### src/rtl/demux_scheduler.sv
// Single-entry demultiplexer: routes an upstream stream to one of eight channels,
// either a fixed channel or round-robin over enabled channels in bursts.
module demux_scheduler #(
   parameter int DATA_W = 8
) (
   input  logic              clk,
   input  logic              rst,
   input  logic              in_valid,
   input  logic [DATA_W-1:0] in_data,
   output logic              in_ready,
   input  logic              mode,
   input  logic [2:0]        fixed_sel,
   input  logic [3:0]        burst_len,
   input  logic [7:0]        ch_en,
   input  logic [7:0]        out_ready,
   output logic [7:0]        out_valid,
   output logic [DATA_W-1:0] out_data,
   output logic [2:0]        sel,
   output logic              busy
);

   typedef enum logic {IDLE, ACTIVE} state_t;

   state_t            state_q;
   logic [2:0]        sel_q;
   logic [3:0]        cnt_q;
   logic              mode_q;
   logic              hold_v_q;
   logic [DATA_W-1:0] hold_data_q;
   logic [2:0]        hold_ch_q;

   logic       out_xfer, in_xfer, burst_done, leave;
   logic [3:0] eff_burst;
   logic [2:0] rr_first, rr_next;

   // Lowest wrapped offset from 'from' whose channel is enabled; incl selects
   // whether 'from' itself is a candidate. Falls back to 'from' if none found.
   function automatic logic [2:0] next_en(input logic [7:0] en, input logic [2:0] from,
                                          input logic incl);
      logic [2:0] res, idx;
      res = from;
      for (int k = 7; k >= 0; k--) begin
         idx = from + 3'(k) + (incl ? 3'd0 : 3'd1);
         if (en[idx]) res = idx;
      end
      return res;
   endfunction

   assign out_xfer   = hold_v_q && out_ready[hold_ch_q];
   assign in_ready   = (state_q == ACTIVE) && (!hold_v_q || out_xfer);
   assign in_xfer    = in_valid && in_ready;
   assign eff_burst  = (burst_len == 4'd0) ? 4'd1 : burst_len;
   // '>=' rather than '==' so a burst_len shrunk mid-burst rotates on the next word
   assign burst_done = ({1'b0, cnt_q} + 5'd1) >= {1'b0, eff_burst};
   assign leave      = !ch_en[sel_q] || (!mode && (fixed_sel != sel_q)) || (mode != mode_q);
   assign rr_first   = next_en(ch_en, sel_q, 1'b1);
   assign rr_next    = next_en(ch_en, sel_q, 1'b0);

   assign out_valid = hold_v_q ? (8'h01 << hold_ch_q) : 8'h00;
   assign out_data  = hold_data_q;
   assign busy      = hold_v_q;
   assign sel       = sel_q;

   always_ff @(posedge clk or posedge rst) begin
      if (rst) begin
         state_q <= IDLE;
         sel_q   <= 3'd0;
         cnt_q   <= 4'd0;
         mode_q  <= 1'b0;
      end else begin
         mode_q <= mode;
         case (state_q)
            IDLE: begin
               cnt_q <= 4'd0;
               if (!mode && ch_en[fixed_sel]) begin
                  state_q <= ACTIVE;
                  sel_q   <= fixed_sel;
               end else if (mode && (ch_en != 8'h00)) begin
                  state_q <= ACTIVE;
                  sel_q   <= rr_first;
               end
            end
            ACTIVE: begin
               if (leave) begin
                  state_q <= IDLE;
                  cnt_q   <= 4'd0;
               end else if (!mode) begin
                  cnt_q <= 4'd0;
               end else if (in_xfer) begin
                  if (burst_done) begin
                     cnt_q <= 4'd0;
                     sel_q <= rr_next;
                  end else begin
                     cnt_q <= cnt_q + 4'd1;
                  end
               end
            end
         endcase
      end
   end

   // Holding register: a simultaneous load and drain reloads with no bubble
   always_ff @(posedge clk or posedge rst) begin
      if (rst) begin
         hold_v_q    <= 1'b0;
         hold_data_q <= '0;
         hold_ch_q   <= 3'd0;
      end else if (in_xfer) begin
         hold_v_q    <= 1'b1;
         hold_data_q <= in_data;
         hold_ch_q   <= sel_q;
      end else if (out_xfer) begin
         hold_v_q    <= 1'b0;
      end
   end

endmodule

### config.mk
export PLATFORM = sky130hd
export DESIGN_NAME = demux_scheduler
export DESIGN_NICKNAME = d
export VERILOG_FILES = /design/src/rtl/demux_scheduler.sv
export SDC_FILE = /design/constraint.sdc
export NUM_CORES = 1
export LEC_CHECK = 0
export CAP_MARGIN = 10
export CORE_MARGIN = 1.5
export CORE_UTILIZATION = 40
export CTS_CLUSTER_DIAMETER = 80
export DETAILED_ROUTE_END_ITERATION = 7
export SETUP_SLACK_MARGIN = 0.4
export SLEW_MARGIN = 20
export SYNTH_ARGS = -nofsm -noshare
export SYNTH_HDL_FRONTEND = slang
export SYNTH_SLANG_ARGS = --single-unit
### constraint.sdc
create_clock -name clk -period 3.9 [get_ports clk]
set_input_delay 0.78 -clock clk [delete_from_list [all_inputs] [get_ports clk]]
set_output_delay 0.78 -clock clk [all_outputs]
set_load 0.02 [all_outputs]
Word level (Yosys, flattened, before mapping). Index checks and enable logic that the tools add are counted.

Bitwise operators: 1. Add/sub/neg operators: 16. Shifts and indexed selects: 1. Muxes and demuxes: 70. Reductions and logical operators: 16. Eq/ne operators: 11. $lt $le $gt $ge: 18.

Operator list (count): $lt 3x4->1 const B (17); $mux 3 (22); $bmux 1 s3 (17); $add 3x1->3 const B (8); $mux 1 (22); $mux 4 (5); $add 3x3->3 const B (4); $ne 9x1->1 const B (1); $ne 9x9->1 const B (1); $mux 8 (1); $pmux 4 s2 (1); $reduce_and 8->1 (1); $reduce_bool 8->1 (1); $shl 1x3->8 const A (1); $add 3x2->3 const B (2); $logic_and 1x1->1 (6); $ne 3x3->1 const B (2); $pmux 3 s2 (1); $add 4x1->5 const B (1); $ge 5x4->1 (1); $add 4x1->4 const B (1); $logic_not 4->1 (1); $ne 2x1->1 const B (2); $ne 2x2->1 const B (2); other kinds (8) (12).

Bits in registers: 21. Output and inout port bits: 21. Word-level logic and storage cells: 140. Input port bits: 35.

Logic depth before layout (Yosys ltp). Gate-level depths: netlist (run 1).

Depth after elaboration: 17. Gate-level depth with buffers: 14.

Worst setup path after synthesis (run 1). Ideal clock, no wire load.

Path kind: register to register. Start: register sel_q[0], in the netlist sel[0]. End: register sel_q[1], in the netlist sel[1]. Library setup time: 0.079 ns. Data required time: 3.821 ns. Data arrival time: 3.140 ns. Clock period less this slack: 3.219 ns. Path slack: 0.681 ns. Stages on the path, launching flop included: 13. Cell sequence: dfrtp_1 > buf_6 > buf_6 > inv_2 > buf_2 > ha_1 > buf_6 > buf_2 > mux4_2 > or4_4 > o221a_4 > o41ai_4 > mux2i_1.

Cells in the longest elaborated chain, start to end: 16. Elaborated cells between the ends (all ways): 77.

Ends and longest elaborated chain: start, declared (line 25) `logic [2:0] sel_q;`; start signal, assigned (line 77) `sel_q <= fixed_sel;`; start signal, assigned (line 80) `sel_q <= rr_first;`; start signal, assigned (line 92) `sel_q <= rr_next;`; $add 3x3->3 (line 43) `idx = from + 3'(k) + (incl ? 3'd0 : 3'd1);`; $add 3x1->3 (line 43); $bmux 1 s3 (line 44) `if (en[idx]) res = idx;`; $mux 1 (implied by the code) (line 44); $mux 3 (7 in series) (line 44); $mux 3 (line 90) `if (burst_done) begin`; $mux 3 (line 89) `end else if (in_xfer) begin`; $mux 3 (line 87) `end else if (!mode) begin`; $mux 3 (line 84) `if (leave) begin`; $pmux 3 s2 (line 72) `case (state_q)`.

Parallel ways exist; a longest one is shown, timed or not. The select of a mux whose other input is x is not followed. A chain may end at the register's enable or synchronous reset.

Worst setup path in the final report (run 1).
Start: input port out_ready[2]. End: output port in_ready.

Cells in the longest elaborated chain, start to end: 5.

Ends and longest elaborated chain: start, declared (line 15) `input logic [7:0] out_ready,`; $bmux 1 s3 (line 49) `assign out_xfer = hold_v_q && out_ready[hold_ch_q];`; $mux 1 (implied by the code) (line 49); $logic_and 1x1->1 (line 49); $logic_or 1x1->1 (line 50) `assign in_ready = (state_q == ACTIVE) && (!hold_v_q || out_xfer);`; $logic_and 1x1->1 (line 50); end, declared (line 10) `output logic in_ready,`.

Every way passes these cells. The select of a mux whose other input is x is not followed.

==> flow_summary.json, run 1 <==
{
  "cts.reportedPaths.clkPinSlew_ns": 0.08,
  "holdWs_ns": 0.507,
  "dr_total_vias": 2609,
  "n_antenna_cell": 0,
  "leakagePower_nw": 1.44,
  "yosys_warnings": 0,
  "postCtsSetupBuffers": 0,
  "synth_cell_type_count": 61,
  "die_h_um": 87.1,
  "drcViolationCount": 0,
  "maxCapViolCount": 0,
  "grt_use_met2_pct": 32.2,
  "io-pin-count": 56,
  "synth-xor-area-share_pct": 4.96,
  "clock_latency_ns": 0.26,
  "gp_congestion": 0.918,
  "fin_skew_ns": 0.00593,
  "worstPathRequired_ns": 3.12,
  "hold_end": "out_data[3]",
  "arrival_ns": 2.50,
  "fillCellCount": 683,
  "whs_path_depth": 1,
  "ir_worst_vdd_mv": 0.361,
  "synth_nets": 364,
  "slew_headroom_pct": 43.8,
  "antenna_left": 0,
  "htree_levels": 1,
  "hold_viol_final": 0,
  "die_w_um": 87.1,
  "fin_crit_sh_pct": 84.1,
  "viasPerCell": 5.73,
  "synth.largest_area_cell": "dfrtp_1",
  "synth_edf_count": 0,
  "avgSynthCellArea_um2": 8.84,
  "netlist_area_um2": 2830,
  "dieArea_um2": 7580,
  "synthAdderAreaFrac_pct": 3.98,
  "ys.flop_type": "dfrtp_1",
  "grt_pass1_wl_mm": 12.6,
  "rsz0062_at_grt": "false",
  "synth_compound_area_share_pct": 21.1,
  "tritoncts": "done",
  "yosysTopAreaCellShare_pct": 18.6,
  "nets": 404,
  "drt-total-wl_mm": 7.50,
  "startpoint": "out_ready[2]",
  "outcome": "complete, no violations",
  "fin_cells": 455,
  "rr_endpoint": "sel[1]",
  "track_usage_pct": 20.8,
  "grt-busiest-layer": "met2",
  "io_buffers": 55,
  "syn_inst": 320,
  "max_clock_freq_mhz": 305,
  "slew_viol_final": 0,
  "r2r_slack_ns": 0.79,
  "syn2layout_area_growth_pct": 22.4,
  "hold_buffers": 0,
  "clock_path_buffers": 2,
  "grt_overflow": 0,
  "synthTopCellsByArea": "dfrtp_1 (19%), mux2i_1 (12%), mux4_2 (8.8%), mux2_2 (5.6%), ha_1 (4.0%)",
  "start_util_pct": 41.4,
  "dp_slack_ns": 0.490,
  "drtPass1Iterations": 4,
  "core_area_um2": 6830,
  "hp-class": "register to register",
  "grt_max_degree": 28,
  "finalSetupViolCount": 0,
  "avgRoutedWirePerCell_um": 16.5,
  "drt-initial-drc-count": 166,
  "crit_type": "input port to output port",
  "crit_fanout": 3,
  "ys_seq_area_share_pct": 18.6,
  "power_mw": 3.27,
  "worst_pin_slew_ns": 0.843,
  "synth_common_cells": "mux2i_1 (33), nand2_1 (24), nor2_1 (23)",
  "power-per-cell-area_nw_per_um2": 943,
  "grt_pass1_vias": 2501,
  "grtUsageMet1_pct": 30.3,
  "fin_ws_ns": 0.620,
  "dp_cells": 451,
  "worstSetupStartpointType": "input port",
  "timing.rr.start": "sel[1]",
  "root_buffer": "clkbuf_8",
  "setup_tns_ns": 0,
  "critPathCaptureType": "output port",
  "clock_sinks": 21,
  "globalRouteMet3Util_pct": 3.13,
  "row_count": 30,
  "min_from": "out_data[3]",
  "drive_gt1_share_pct": 14.2,
  "cts_resized": 0,
  "synth.area.mux_share_pct": 28.0,
  "synth_top_family_by_area": "multiplexers",
  "ys_seq_elements": 21,
  "synth_most_common_cell": "mux2i_1",
  "worst-r2r-cell-count": 9,
  "min_period_ns": 3.28,
  "cts_inserted_buffers": 3,
  "dpl.hpwl_mm": 5.65,
  "yosys.area_share.simple_pct": 16.0,
  "antenna_found_initial": 0,
  "synthArstFlopShare_pct": 100
}
[stage by stage]
step | instance area [um^2] | util [%]
3_3_place_gp | 3420 | 50.0
4_1_cts | 3460 | 50.7
3_5_place_dp | 3420 | 50.0
5_1_grt | 3460 | 50.7
2_1_floorplan | 2830 | -
6_report | 3460 | 50.7
[layout make-up]
| class | instances | area (um^2) | share of cell area [%] |
|---|---|---|---|
| Clock buffer | 3 | 41.3 | 1.19 |
| Clock inverter | 1 | 5.00 | 0.145 |
| Inverter | 16 | 60.1 | 1.73 |
| Multi-Input combinational cell | 254 | 2090 | 60.4 |
| Sequential cell | 21 | 526 | 15.2 |
| Tap cell | 96 | 120 | 3.47 |
| Timing Repair Buffer | 64 | 618 | 17.9 |
[where the power goes]
| part | internal [mW] | total, mW | switching (mW) |
|---|---|---|---|
| clock | 0.0711 | 0.142 | 0.0705 |
| combinational | 1.24 | 2.70 | 1.46 |
| sequential | 0.305 | 0.427 | 0.122 |
[kinds of logic (layout without fill, tap and decap cells)]
group	count (synthesis)	after routing
buf+inv	45	84
compound gates	79	79
simple gates	92	92
flops	21	21
xor+xnor	12	12
fa+ha+maj	9	9
mux	62	62
[critical path, cell delays in order]
cell and delay, ns:
clkdlybuf4s50_1 0.49, mux2i_1 0.08, o2111ai_1 0.31, nand3_1 0.12, nor2_1 0.10, clkdlybuf4s50_1 0.61
[cells in the final DEF (no fill, tap or decap), drive strengths merged, types with 5 or more instances in the layout]
| master | count |
|---|---|
| buf | 9 |
| clkdlybuf4s50 | 55 |
| xnor2 | 6 |
| ha | 9 |
| nor3 | 9 |
| o21ai | 16 |
| nor2 | 23 |
| a221oi | 5 |
| inv | 16 |
| nand3 | 13 |
| a21oi | 12 |
| mux4 | 11 |
| mux2 | 14 |
| nand2b | 6 |
| mux2i | 37 |
| dfrtp | 21 |
| nand2 | 24 |
[sequential cells by signal, summed over array words and instances (netlist names)]
| signal | flops |
|---|---|
| busy | 1 |
| cnt_q | 4 |
| hold_ch_q | 3 |
| mode_q | 1 |
| out_data | 8 |
| sel | 3 |
| state_q | 1 |
[metal layers]
metal | part of all wire [%] | vias to the layer above | wire length (um)
met2 | 46 | 77 | 3480
met5 | 0 | - | 0
met1 | 47 | 1239 | 3530
met3 | 5.0 | 8 | 376
met4 | 1.4 | 0 | 107
li1 | - | 1285 | -
[worst max-delay path by stage]
stage	endpoint	slack, ns	depth (start not counted)
after CTS	in_ready	0.62	6
after detailed placement	sel[1]	0.49	8
after floorplan	sel[1]	0.68	12
after global placement	sel[1]	0.59	9
final	in_ready	0.62	6
after global routing	in_ready	0.52	6
No activity file was read; power rests on OpenSTA's default activity.
==> run 2, diff against run 1 <==
--- a/config.mk
+++ b/config.mk
@@ -10,6 +10,7 @@
 export CORE_UTILIZATION = 40
 export CTS_CLUSTER_DIAMETER = 80
 export DETAILED_ROUTE_END_ITERATION = 7
+export PLACE_DENSITY = 0.67
 export SETUP_SLACK_MARGIN = 0.4
 export SLEW_MARGIN = 20
 export SYNTH_ARGS = -nofsm -noshare
==> constraint.sdc (replaced) <==
create_clock -name clk -period 3 [get_ports clk]
set_input_delay 0.6 -clock clk [delete_from_list [all_inputs] [get_ports clk]]
set_output_delay 0.6 -clock clk [all_outputs]
set_load 0.02 [all_outputs]
==> flow_summary.json, run 2 (synthesis gave the netlist of run 1 again) <==
{
  "drtPass1Iterations": 5,
  "viasPerCell": 5.75,
  "dp_cells": 481,
  "nets": 446,
  "dieArea_um2": 7580,
  "startpoint": "sel[0]",
  "start_util_pct": 41.4,
  "min_from": "out_data[4]",
  "gp_congestion": 0.917,
  "n_antenna_cell": 0,
  "outcome": "complete, no violations",
  "drcViolationCount": 0,
  "maxCapViolCount": 0,
  "grt_use_met2_pct": 38.7,
  "clock_latency_ns": 0.27,
  "worst_pin_slew_ns": 0.801,
  "regArea_um2": 527,
  "crit_fanout": 7,
  "grt_pass1_wl_mm": 13.4,
  "row_count": 30,
  "antenna_left": 0,
  "crit_type": "register to register",
  "cpPeakStageDelay_ns": 0.53,
  "rsz0062_at_grt": "true",
  "slew_viol_final": 0,
  "clock_path_buffers": 2,
  "slew_headroom_pct": 46.6,
  "worstSetupStartpointType": "register",
  "syn2layout_area_growth_pct": 41.8,
  "hp-class": "register to register",
  "multi_input_area_um2": 2280,
  "worstPathRequired_ns": 3.19,
  "drt-initial-drc-count": 192,
  "holdWs_ns": 0.508,
  "dpl.hpwl_mm": 6.19,
  "io-pin-count": 56,
  "whs_path_depth": 1,
  "die_w_um": 87.1,
  "mostFrequentLayoutCell": "clkdlybuf4s50_1",
  "max_clock_freq_mhz": 382,
  "tritoncts": "done",
  "power-per-cell-area_nw_per_um2": 1350,
  "fin_crit_sh_pct": 87.3,
  "dp_slack_ns": -0.0159,
  "track_usage_pct": 22.2,
  "largest_reg_flops": 8,
  "fin_skew_ns": 0.00642,
  "final_cell_mix": "clkdlybuf4s50_1 (46), buf_4 (44), mux2i_1 (25), nand2_1 (24), nor2_1 (23)",
  "grtUsageMet1_pct": 30.4,
  "leakagePower_nw": 1.69,
  "fillCellCount": 633,
  "avgRoutedWirePerCell_um": 16.4,
  "min_period_ns": 2.62,
  "critPathCaptureType": "register",
  "fin_cells": 497,
  "drive_gt1_share_pct": 28.4,
  "ir_worst_vdd_mv": 0.480,
  "root_buffer": "clkbuf_8",
  "die_h_um": 87.1,
  "grt_max_degree": 22,
  "dr_total_vias": 2857,
  "cts_inserted_buffers": 3,
  "crit_chain": "inv_6 > ha_4 > buf_12 > buf_4 > mux2i_2 > mux2i_4 > or4_4 > o221a_4 > o41ai_4 > mux2i_1",
  "antenna_found_initial": 0,
  "drt-total-wl_mm": 8.16,
  "timing.rr.start": "sel[0]",
  "htree_levels": 1,
  "grt_pass1_vias": 2704,
  "io_buffers": 55,
  "worst-r2r-cell-count": 10,
  "crit_slowest_cell": "or4_4",
  "globalRouteMet3Util_pct": 3.32,
  "fin_ws_ns": 0.380,
  "clock_sinks": 21,
  "arrival_ns": 2.81,
  "grt-busiest-layer": "met2",
  "cts.reportedPaths.clkPinSlew_ns": 0.08,
  "grt_overflow": 0,
  "core_area_um2": 6830,
  "hold_viol_final": 0,
  "finalSetupViolCount": 0
}
[run 2: cell count changes in the layout (fill, tap and decap cells not counted), sizes merged]
cell | before | now
clkbuf | 3 | 4
buf | 9 | 51
dlygate4sd2 | 0 | 8
clkdlybuf4s50 | 55 | 46
[run 2: final cells by class]
type	instances	area share [%]
Multi-Input combinational cell	254	56.9
Timing Repair Buffer	106	24.2
Sequential cell	21	13.1
Tap cell	96	3.00
Inverter	16	1.62
Clock buffer	3	1.03
Clock inverter	1	0.125
[run 2: report_power, final]
| part | total (mW) | switching [mW] | internal, mW |
|---|---|---|---|
| combinational | 4.66 | 2.31 | 2.35 |
| clock | 0.192 | 0.0990 | 0.0928 |
| sequential | 0.559 | 0.160 | 0.399 |
[run 2: through the flow]
stage | utilization [%] | total power [mW] | setup TNS, ns | instance area (um^2)
after floorplan | - | 3.52 | 0 | 2960
after global placement | 54.7 | 4.50 | 0 | 3730
after detailed placement | 54.7 | 4.53 | -0.0159 | 3730
after CTS | 58.1 | 5.21 | 0 | 3970
after global routing | 58.7 | 5.78 | 0 | 4010
final | 58.7 | 5.41 | 0 | 4010
[run 2: worst paths after layout]
kind                                    end  slack [ns]
worst max-delay path                 sel[1]        0.38
worst min-delay path            out_data[4]        0.51
worst max register to register       sel[1]        0.38
worst min register to register  out_data[4]        0.51
max in group asynchronous            sel[0]        1.66
min in group asynchronous       out_data[5]        0.80
[run 2: repair_timing]
action / 4_1_cts / 5_1_grt
hold buffers: 0 / 0
buffers inserted: 12 / 0
gates resized for setup: 28 / 11
pin swaps: 5 / 4
endpoints found under the setup margin: 4 / 4
endpoints found under the hold margin: 0 / 0
[run 2: routing by layer]
metal / vias to the layer above / wire (um)
li1: 1375 / -
met1: 1365 / 3520
met2: 113 / 4070
met3: 4 / 549
met4: 0 / 23
met5: - / 0
[run 2: worst max-delay path: cells and delay by family (launching register included)]
| family | cells | cell delay [ns] |
|---|---|---|
| AO/OA/AOI/OAI | 2 | 0.33 |
| AND/OR/NAND/NOR | 1 | 0.53 |
| buffers and inverters | 3 | 0.27 |
| flip-flops | 1 | 0.42 |
| adder cells (fa/ha/maj) | 1 | 0.27 |
| multiplexers | 3 | 0.71 |
